$ cat src/rtl/fp_addsub_pkg.sv
// Shared constants for the floating-point add/sub datapath (execute stage and
// normalise/round stage).
package fp_addsub_pkg;

  localparam int EXP_W   = 8;
  localparam int MAN_W   = 23;
  localparam int BIAS    = 127;
  localparam int SW      = MAN_W + 3;
  localparam int EXP_MAX = (1 << EXP_W) - 2;
  localparam int EXP_INF = (1 << EXP_W) - 1;
  localparam int RES_W   = 1 + EXP_W + MAN_W;
  localparam int EXP_SW  = EXP_W + 2;
  localparam int LZ_W    = $clog2(SW) + 1;

  // Normalised operand handed from stage 1 to stage 2; the hidden bit is
  // implied except for an exact zero, which the zero marker carries instead.
  typedef struct packed {
    logic [MAN_W-1:0]  frac;
    logic              guard;
    logic              sticky;
    logic              sgn;
    logic [EXP_SW-1:0] exp;
    logic              zero;
  } norm_t;

  function automatic logic [RES_W-1:0] pack_word(
    input logic             sgn,
    input logic [EXP_W-1:0] exp,
    input logic [MAN_W-1:0] frac
  );
    return {sgn, exp, frac};
  endfunction

endpackage

$ cat src/rtl/fp_addsub_lzc.sv
// Leading-zero counter, log-depth tree. An all-zero input reports W.
module fp_addsub_lzc #(
  parameter int W = 26
) (
  input  logic [W-1:0]        in_bits,
  output logic [$clog2(W):0]  count
);

  localparam int L = $clog2(W);
  localparam int P = 1 << L;

  logic [P-1:0]        padded;
  logic [P-1:0][L:0]   cur;
  logic [P-1:0][L:0]   nxt;
  logic [L:0]          half;

  // Pad below the LSB with ones so the padding never adds to the count.
  always_comb begin
    padded = '1;
    padded[P-1 -: W] = in_bits;
  end

  always_comb begin
    cur  = '0;
    nxt  = '0;
    half = '0;
    for (int i = 0; i < P; i++) begin
      cur[i] = {{L{1'b0}}, ~padded[i]};
    end
    for (int lvl = 1; lvl <= L; lvl++) begin
      half = (L+1)'(1 << (lvl - 1));
      nxt  = '0;
      for (int i = 0; i < (P >> lvl); i++) begin
        nxt[i] = (cur[2*i+1] == half) ? half + cur[2*i] : cur[2*i+1];
      end
      cur = nxt;
    end
    count = cur[0];
  end

endmodule

$ cat src/rtl/fp_addsub_normalize_round.sv
// Normalise / round-to-nearest-even / pack stage following the add/sub
// execute stage. Two register stages with valid/ready flow control.
module fp_addsub_normalize_round
  import fp_addsub_pkg::*;
(
  input  logic              clk,
  input  logic              rst,
  input  logic              in_valid,
  output logic              in_ready,
  input  logic [SW-1:0]     in_sum,
  input  logic              in_sticky,
  input  logic              in_sgn,
  input  logic [EXP_W-1:0]  in_exp,
  output logic              out_valid,
  input  logic              out_ready,
  output logic [RES_W-1:0]  out_result,
  output logic              out_overflow,
  output logic              out_underflow
);

  logic              s1_load;
  logic              s2_load;

  logic [LZ_W-1:0]   lz_count;
  logic [LZ_W-1:0]   lz_m1;
  logic [SW-2:0]     sum_shl;
  logic              norm_hidden;
  norm_t             norm;

  norm_t             s1_d, s1_q;
  logic              s1_valid_d, s1_valid_q;

  logic              round_up;
  logic              frac_carry;
  logic [MAN_W-1:0]  frac_rnd;
  logic [EXP_SW-1:0] exp_rnd;

  logic              s2_valid_d, s2_valid_q;
  logic [RES_W-1:0]  out_result_d, out_result_q;
  logic              out_overflow_d, out_overflow_q;
  logic              out_underflow_d, out_underflow_q;

  fp_addsub_lzc #(.W(SW)) u_lzc (
    .in_bits (in_sum),
    .count   (lz_count)
  );

  // out_ready reaches in_ready combinationally so a full pipe can still take
  // a new word in the same cycle the downstream drains one.
  always_comb begin
    s2_load  = !s2_valid_q || out_ready;
    s1_load  = !s1_valid_q || s2_load;
    in_ready = s1_load;
  end

  // With a carry (no leading zeros) the sum shifts right one place; otherwise
  // it shifts left N-1. The carry bit is zero on the left-shift path, so it is
  // dropped before shifting.
  always_comb begin
    lz_m1   = lz_count - LZ_W'(1);
    sum_shl = in_sum[SW-2:0] << lz_m1;
    norm    = '0;
    if (lz_count == '0) begin
      norm_hidden = in_sum[SW-1];
      norm.frac   = in_sum[SW-2:2];
      norm.guard  = in_sum[1];
      norm.sticky = in_sticky | in_sum[0];
    end else begin
      norm_hidden = sum_shl[SW-2];
      norm.frac   = sum_shl[SW-3:1];
      norm.guard  = sum_shl[0];
      norm.sticky = in_sticky;
    end
    norm.sgn  = in_sgn;
    norm.exp  = EXP_SW'(in_exp) + EXP_SW'(1) - EXP_SW'(lz_count);
    norm.zero = !norm_hidden;
  end

  always_comb begin
    s1_d       = s1_q;
    s1_valid_d = s1_valid_q;
    if (s1_load) begin
      s1_valid_d = in_valid;
      if (in_valid) begin
        s1_d = norm;
      end
    end
  end

  // A carry out of the fraction means 1.11..1 rounded up to 2.0, which packs
  // as fraction zero with the exponent bumped by one.
  always_comb begin
    round_up               = s1_q.guard & (s1_q.sticky | s1_q.frac[0]);
    {frac_carry, frac_rnd} = {1'b0, s1_q.frac} + (MAN_W+1)'(round_up);
    exp_rnd                = s1_q.exp + EXP_SW'(frac_carry);
  end

  always_comb begin
    s2_valid_d      = s2_valid_q;
    out_result_d    = out_result_q;
    out_overflow_d  = out_overflow_q;
    out_underflow_d = out_underflow_q;
    if (s2_load) begin
      s2_valid_d = s1_valid_q;
      if (s1_valid_q) begin
        out_overflow_d  = 1'b0;
        out_underflow_d = 1'b0;
        if (s1_q.zero) begin
          out_result_d = '0;
        end else if (exp_rnd[EXP_SW-1] || (exp_rnd == '0)) begin
          out_result_d    = {s1_q.sgn, (RES_W-1)'(0)};
          out_underflow_d = 1'b1;
        end else if (exp_rnd > EXP_SW'(EXP_MAX)) begin
          out_result_d   = pack_word(s1_q.sgn, EXP_W'(EXP_INF), '0);
          out_overflow_d = 1'b1;
        end else begin
          out_result_d = pack_word(s1_q.sgn, exp_rnd[EXP_W-1:0], frac_rnd);
        end
      end
    end
  end

  always_ff @(posedge clk or posedge rst) begin
    if (rst) begin
      s1_valid_q      <= 1'b0;
      s1_q            <= '0;
      s2_valid_q      <= 1'b0;
      out_result_q    <= '0;
      out_overflow_q  <= 1'b0;
      out_underflow_q <= 1'b0;
    end else begin
      s1_valid_q      <= s1_valid_d;
      s1_q            <= s1_d;
      s2_valid_q      <= s2_valid_d;
      out_result_q    <= out_result_d;
      out_overflow_q  <= out_overflow_d;
      out_underflow_q <= out_underflow_d;
    end
  end

  always_comb begin
    out_valid     = s2_valid_q;
    out_result    = out_result_q;
    out_overflow  = out_overflow_q;
    out_underflow = out_underflow_q;
  end

endmodule

$ cat config.mk
export PLATFORM = sky130hd
export DESIGN_NAME = fp_addsub_normalize_round
export DESIGN_NICKNAME = d
export VERILOG_FILES = /design/src/rtl/fp_addsub_pkg.sv /design/src/rtl/fp_addsub_lzc.sv /design/src/rtl/fp_addsub_normalize_round.sv
export SDC_FILE = /design/constraint.sdc
export NUM_CORES = 1
export LEC_CHECK = 0
export BUFFER_PORTS_ARGS = -buffer_cell sky130_fd_sc_hd__buf_4
export CAP_MARGIN = 20
export CORE_UTILIZATION = 45
export CTS_CLUSTER_DIAMETER = 40
export DETAILED_ROUTE_END_ITERATION = 6
export PLACE_DENSITY = 0.65
export SYNTH_ARGS = -nofsm -noshare
export SYNTH_HDL_FRONTEND = slang
export SYNTH_SLANG_ARGS = --single-unit
$ cat constraint.sdc
create_clock -name clk -period 6.6 [get_ports clk]
set_clock_uncertainty 0.05 [all_clocks]
set_input_delay 0 -clock clk [delete_from_list [all_inputs] [get_ports clk]]
set_output_delay 0 -clock clk [all_outputs]
set_load 0.01 [all_outputs]
Word-level counts from Yosys, hierarchy flattened
Index checks and enable logic that the tools add are counted.

operators by class
  $add $sub $neg = 30
  $lt $le $gt $ge = 1
  equal/unequal tests = 14
  shifts and indexed selects = 1
  multiplexer cells = 37
  bitwise operators = 29
  reduce and logical (&&, ||, !) cells = 10

operator list
  kind                                                                               count
  6-bit two-way mux                                                                  27
  31-bit two-way mux                                                                 2
  6-bit by 2-bit equality test with 1-bit output (second input constant)             7
  2-bit by 6-bit adder with 6-bit output (first input constant)                      6
  32-bit two-way mux                                                                 1
  1-bit by 1-bit adder with 2-bit output (first input constant)                      13
  1-bit NOT                                                                          26
  25-bit two-way mux                                                                 1
  25-bit by 6-bit left shift with 25-bit output                                      1
  23-bit by 1-bit adder with 24-bit output                                           1
  6-bit by 3-bit equality test with 1-bit output (second input constant)             4
  3-bit by 6-bit adder with 6-bit output (first input constant)                      3
  4-bit by 6-bit adder with 6-bit output (first input constant)                      2
  6-bit by 4-bit equality test with 1-bit output (second input constant)             2
  10-bit by 1-bit adder with 10-bit output                                           1
  10-bit by 8-bit greater-than comparator with 1-bit output (second input constant)  1
  10-bit zero test                                                                   1
  9-bit by 6-bit subtractor with 10-bit output                                       1
  8-bit by 1-bit adder with 9-bit output (second input constant)                     1
  5-bit by 6-bit adder with 6-bit output (first input constant)                      1
  6-bit by 5-bit equality test with 1-bit output (second input constant)             1
  6-bit zero test                                                                    1
  1-bit two-way mux                                                                  6
  6-bit by 1-bit subtractor with 6-bit output (second input constant)                1
  other kinds (5)                                                                    11

storage, ports and cells
  register bits = 73
  bits of input ports = 40
  output and inout port bits = 36
  logic and storage cells = 133

Depth between registers and ports, before layout
  depth after elaboration = 15
  mapped depth = 21
  gate-level depth less buffers = 20

Cells and area by module
From an unflattened synthesis, not the netlist that was laid out.

unflattened totals
  cells, all modules = 638
  area total of the unflattened synthesis = 5652.9 µm²

modules (own cells, without submodules)
  module                     times used  cells an instance  area each (µm²)  seq. area each (µm²)
  fp_addsub_normalize_round  1           584                5315.1           1826.8
  fp_addsub_lzc              1           54                 337.8            0.0

Least setup slack after synthesis
OpenSTA, ideal clock, no wires.

  path type = register to register
  start = register s1_q[14] in the netlist's numbering
  end = register out_result_q[10] (netlist: out_result[10])
  library setup time = 133 ps
  arrival = 3572 ps
  data required time = 6417 ps
  setup slack = 2845 ps
  cell stages (with the launch flop) = 22
  buffers on the path = 1
  period minus slack after synthesis = 3755 ps
  cells stage by stage = dfrtp_1 and2_1 nand3_1 nor2_1 and3_1 nand2_1 nor2_1 nand2_1 nor3_1 ha_1 ha_1 nand3_1 xnor2_1 nor4_1 nand4_1 o211ai_1 nand2_1 and3_1 nor3b_2 nand2b_1 clkbuf_1 o21ai_0

between the ends
  cells in the longest elaborated chain, start to end = 8
  elaborated cells between the ends (all ways) = 10
  classes of those cells = add/sub: 2; order compare: 1; mux: 3; bitwise: 2; reduce/logical: 2

ends and longest elaborated chain
  element                                                                                               line                                                                text
  from (decl)                                                                                           fp_addsub_normalize_round.sv:30                                     norm_t s1_d, s1_q;
  from (signal assigned)                                                                                fp_addsub_normalize_round.sv:126                                    s1_q <= '0;
  from (signal assigned)                                                                                fp_addsub_normalize_round.sv:133                                    s1_q <= s1_d;
  1-bit bitwise OR                                                                                      fp_addsub_normalize_round.sv:93                                     round_up = s1_q.guard & (s1_q.sticky | s1_q.frac[0]);
  1-bit AND                                                                                             fp_addsub_normalize_round.sv:93
  23-bit by 1-bit adder with 24-bit output (*)                                                          fp_addsub_normalize_round.sv:94                                     {frac_carry, frac_rnd} = {1'b0, s1_q.frac} + (MAN_W+1)'(round_up);
  10-bit by 1-bit adder with 10-bit output                                                              fp_addsub_normalize_round.sv:95                                     exp_rnd = s1_q.exp + EXP_SW'(frac_carry);
  10-bit by 8-bit greater-than comparator with 1-bit output / 10-bit zero test (equally long branches)  fp_addsub_normalize_round.sv:113, fp_addsub_normalize_round.sv:110
  31-bit two-way mux / 1-bit logical OR (equally long branches)                                         fp_addsub_normalize_round.sv:113, fp_addsub_normalize_round.sv:110
  31-bit two-way mux (*)                                                                                fp_addsub_normalize_round.sv:110                                    end else if (exp_rnd[EXP_SW-1] || (exp_rnd == '0)) begin
  32-bit two-way mux (*)                                                                                fp_addsub_normalize_round.sv:108                                    if (s1_q.zero) begin
  to (signal assigned)                                                                                  fp_addsub_normalize_round.sv:135                                    out_result_q <= out_result_d;
  to (decl)                                                                                             fp_addsub_normalize_round.sv:39                                     logic [RES_W-1:0] out_result_d, out_result_q;

Mark *: on every way between the ends. The rest lies on a longest branch, timed or not.
A chain may end at the register's enable or synchronous reset.

Final worst setup path
Same ends and word-level chain as after synthesis.

==> results.yml <==
clock_network:
  root_buffer: "clkbuf_16"
  cts_tree: "done"
  clk-insertion-delay-late_ns: 0.34
  path_clk_slew_ns: 0.05
  cts_buffers: 9
  htreeDepth: 3
  clock_sinks: 73
  cts_buffer_depth: 2
run_status:
  violations: "DRC"
  outcome: "complete, but fails checks"
timing:
  fmax_ghz: 0.208
  rsz0062_at_grt: "false"
  period_share_pct: 72.9
  drv_slew: 0
  finalSetupTns_ns: 0
  final-setup-viol-count: 0
  worst_slew_pin_slew_ns: 0.922
  period_needed_ns: 4.81
  hold_ws_ns: 0.0108
  hold_viol: 0
  slew_headroom_pct: 38.5
yosys:
  yosys.area.top_type: "dfrtp_1"
  synthTopCellsByCount: "nand2_1 (103), dfrtp_1 (73), nor2_1 (55)"
  synth_edf_count: 0
  synth_top_area_share_pct: 33.5
  yosys_warnings: 0
  synth_fp_nets: 675
  ys_seq_area_share_pct: 33.5
  synth-main-ff-cell: "dfrtp_1"
  netlist_instances: 617
  syn_area_sq_um: 5450
  synth.most_common_cell: "nand2_1"
  synth.avg_cell_area_sq_um: 8.84
  synth_area_leaders: "dfrtp_1 (34%), mux4_2 (9.1%), nand2_1 (7.1%)"
  synthArstFlopShare_pct: 100
  ys_ff_latch: 73
  synth_cell_types: 66
pwr:
  leakage_nw: 2.88
  vdd_drop_max_uv: 123
  p_per_area_nw_per_um2: 239
  finalPower_mw: 1.58
worst_hold_path:
  holdPathStages: 3
  hold_path.class: "in -> reg"
critical_path:
  crit_chain: "and2_1, nand3_1, nor2_1, and3_1, nand2_1, nor2_1, nand2_1, nor3_1, ha_1, ha_1, nand3_1, xnor2_1, nor4_1, nand4_1, nor3_1, o21bai_1, and3_1, nor3b_2, nand2b_1, o21ai_0"
  slowest_stage: "nand2b_1"
  cp_max_fo: 23
  worst_setup_path_start_kind: "flop"
  worstPathRequired_ns: 6.79
  crit_path_max_incr_delay_ns: 0.48
  r2r.worst_path.cells: 20
  critPathArrivalTime_ns: 5.00
  path_depth: 20
  cp_num_buf_inv: 0
  critical_path.top_delay_family: "simple AND/OR/NAND/NOR gates"
  crit_path_end_kind: "flop"
  path_class: "reg -> reg"
cells_and_area:
  final_cells: 846
  drive_gt1_share_pct: 19.6
  layout.nets: 757
  fillers: 1054
  num_antenna_cells: 0
  syn_to_final_growth_pct: 20.8
place:
  portBuffers: 75
  place_congestion: 0.880
  dp.final_hpwl_um: 10600
  dp_cells: 811
floorplanning:
  core_area_sq_um: 11600
  rows: 39
  dieArea_sq_um: 12600
  pin_count: 76
  die_w_um: 112
  fp.dieH_um: 112
  initial_core_util_pct: 47.0
global_routing:
  grt_pass1_vias: 4760
  antenna_found_initial: 0
  grt_pass1_wl_um: 24300
  track_usage_pct: 24.5
  grt_max_degree: 74
  overflow: 0
routing:
  dr_total_vias: 4937
  drt_first_pass_iters: 7
  totalWireLength_um: 14500
  drc: 8
  antenna_left: 0
  drtIter0Drc: 389
  via_per_inst: 5.84
  post_drt_wl_per_cell_um: 17.2
job:
  cap_viol_max_count: 0
## path summary, 6_finish.rpt
kind / startpoint / to / slack, ns
hold / removal: in_sum[7] / s1_q[19] / 0.01
setup reg to reg: s1_q[14] / out_result[10] / 1.79
min in group asynchronous: rst / out_result[23] / 0.46
setup / recovery: s1_q[14] / out_result[10] / 1.79
max in group asynchronous: rst / s1_q[19] / 5.44
hold reg to reg: out_result[25] / out_result[25] / 0.42
## report_power, final
part           switching [mW]  internal, mW  total, mW
Sequential             0.0782         0.534      0.612
Combinational           0.279         0.244      0.523
Clock                   0.180         0.263      0.443
## flip-flops by register name (all words and copies together) (netlist names)
signal / flops
out_overflow: 1
out_result: 32
out_underflow: 1
out_valid: 1
s1_q: 37
s1_valid_q: 1
## logic make-up (layout without fill, tap and decap cells)
logic type | count (synthesis) | after routing | synth area share (%)
AOI/OAI and AO/OA | 139 | 139 | 16.7
xor gates and xnor gates | 37 | 37 | 6.43
adders and majority gates | 18 | 18 | 4.27
buffers and inverters | 51 | 137 | 3.95
DFF | 73 | 73 | 33.5
muxes | 45 | 45 | 13.4
and+or+nand+nor | 254 | 254 | 21.8
## placed cells by master, fill, tap and decap left out, types with 4 or more instances in the layout
master / instances
nand2_1: 103
buf_4: 84
dfrtp_1: 73
nor2_1: 55
o21ai_0: 44
a21oi_1: 37
nand3_1: 30
mux4_2: 22
mux2i_1: 20
xnor2_1: 19
dlygate4sd3_1: 19
inv_1: 17
ha_1: 17
xor2_1: 16
and3_1: 15
nand2b_1: 9
clkbuf_16: 9
nor3_1: 7
a221oi_1: 7
nor2b_1: 6
o31ai_1: 6
a22o_1: 6
nor4_1: 5
o21bai_1: 5
nand4_1: 4
## per-stage QoR
stage          setup WS [ns]  cell area (sq um)  util [%]
3_5_place_dp            1.73               6120      52.7
3_3_place_gp            2.01               6120      52.7
5_1_grt                 1.24               6590      56.7
2_1_floorplan           2.84               5450         -
6_report                1.79               6590      56.7
4_1_cts                 1.70               6580      56.6
## tightest hold or removal path, stage by stage
cell,delay (ns)
buf_4,0.14
a21oi_1,0.08
o21ai_0,0.13
## routing by layer
layer	track usage, %	wire [um]	vias up
met2	38.3	6670	174
met5	0	0	-
met3	3.08	670	28
met1	34.6	6870	2352
met4	10.1	309	0
li1	-	-	2383
## repair_timing
item,in CTS,in global routing
hold buffers,19,0
hold endpoints to repair,89,0
resized for setup,0,0
setup buffers,0,0
endpoints found under the setup margin,0,0
## final cells by class
type                       instances  area (sq um)  share of cell area (%)
inverter                          19          76.3                    1.16
clock inverter                     4          30.0                   0.456
timing repair buffer             103           821                    12.5
multi-input combinational        493          3410                    51.8
clock buffer                      11           243                    3.69
tap                              143           179                    2.72
sequential                        73          1830                    27.7
Power figures use the tool's default switching activity.
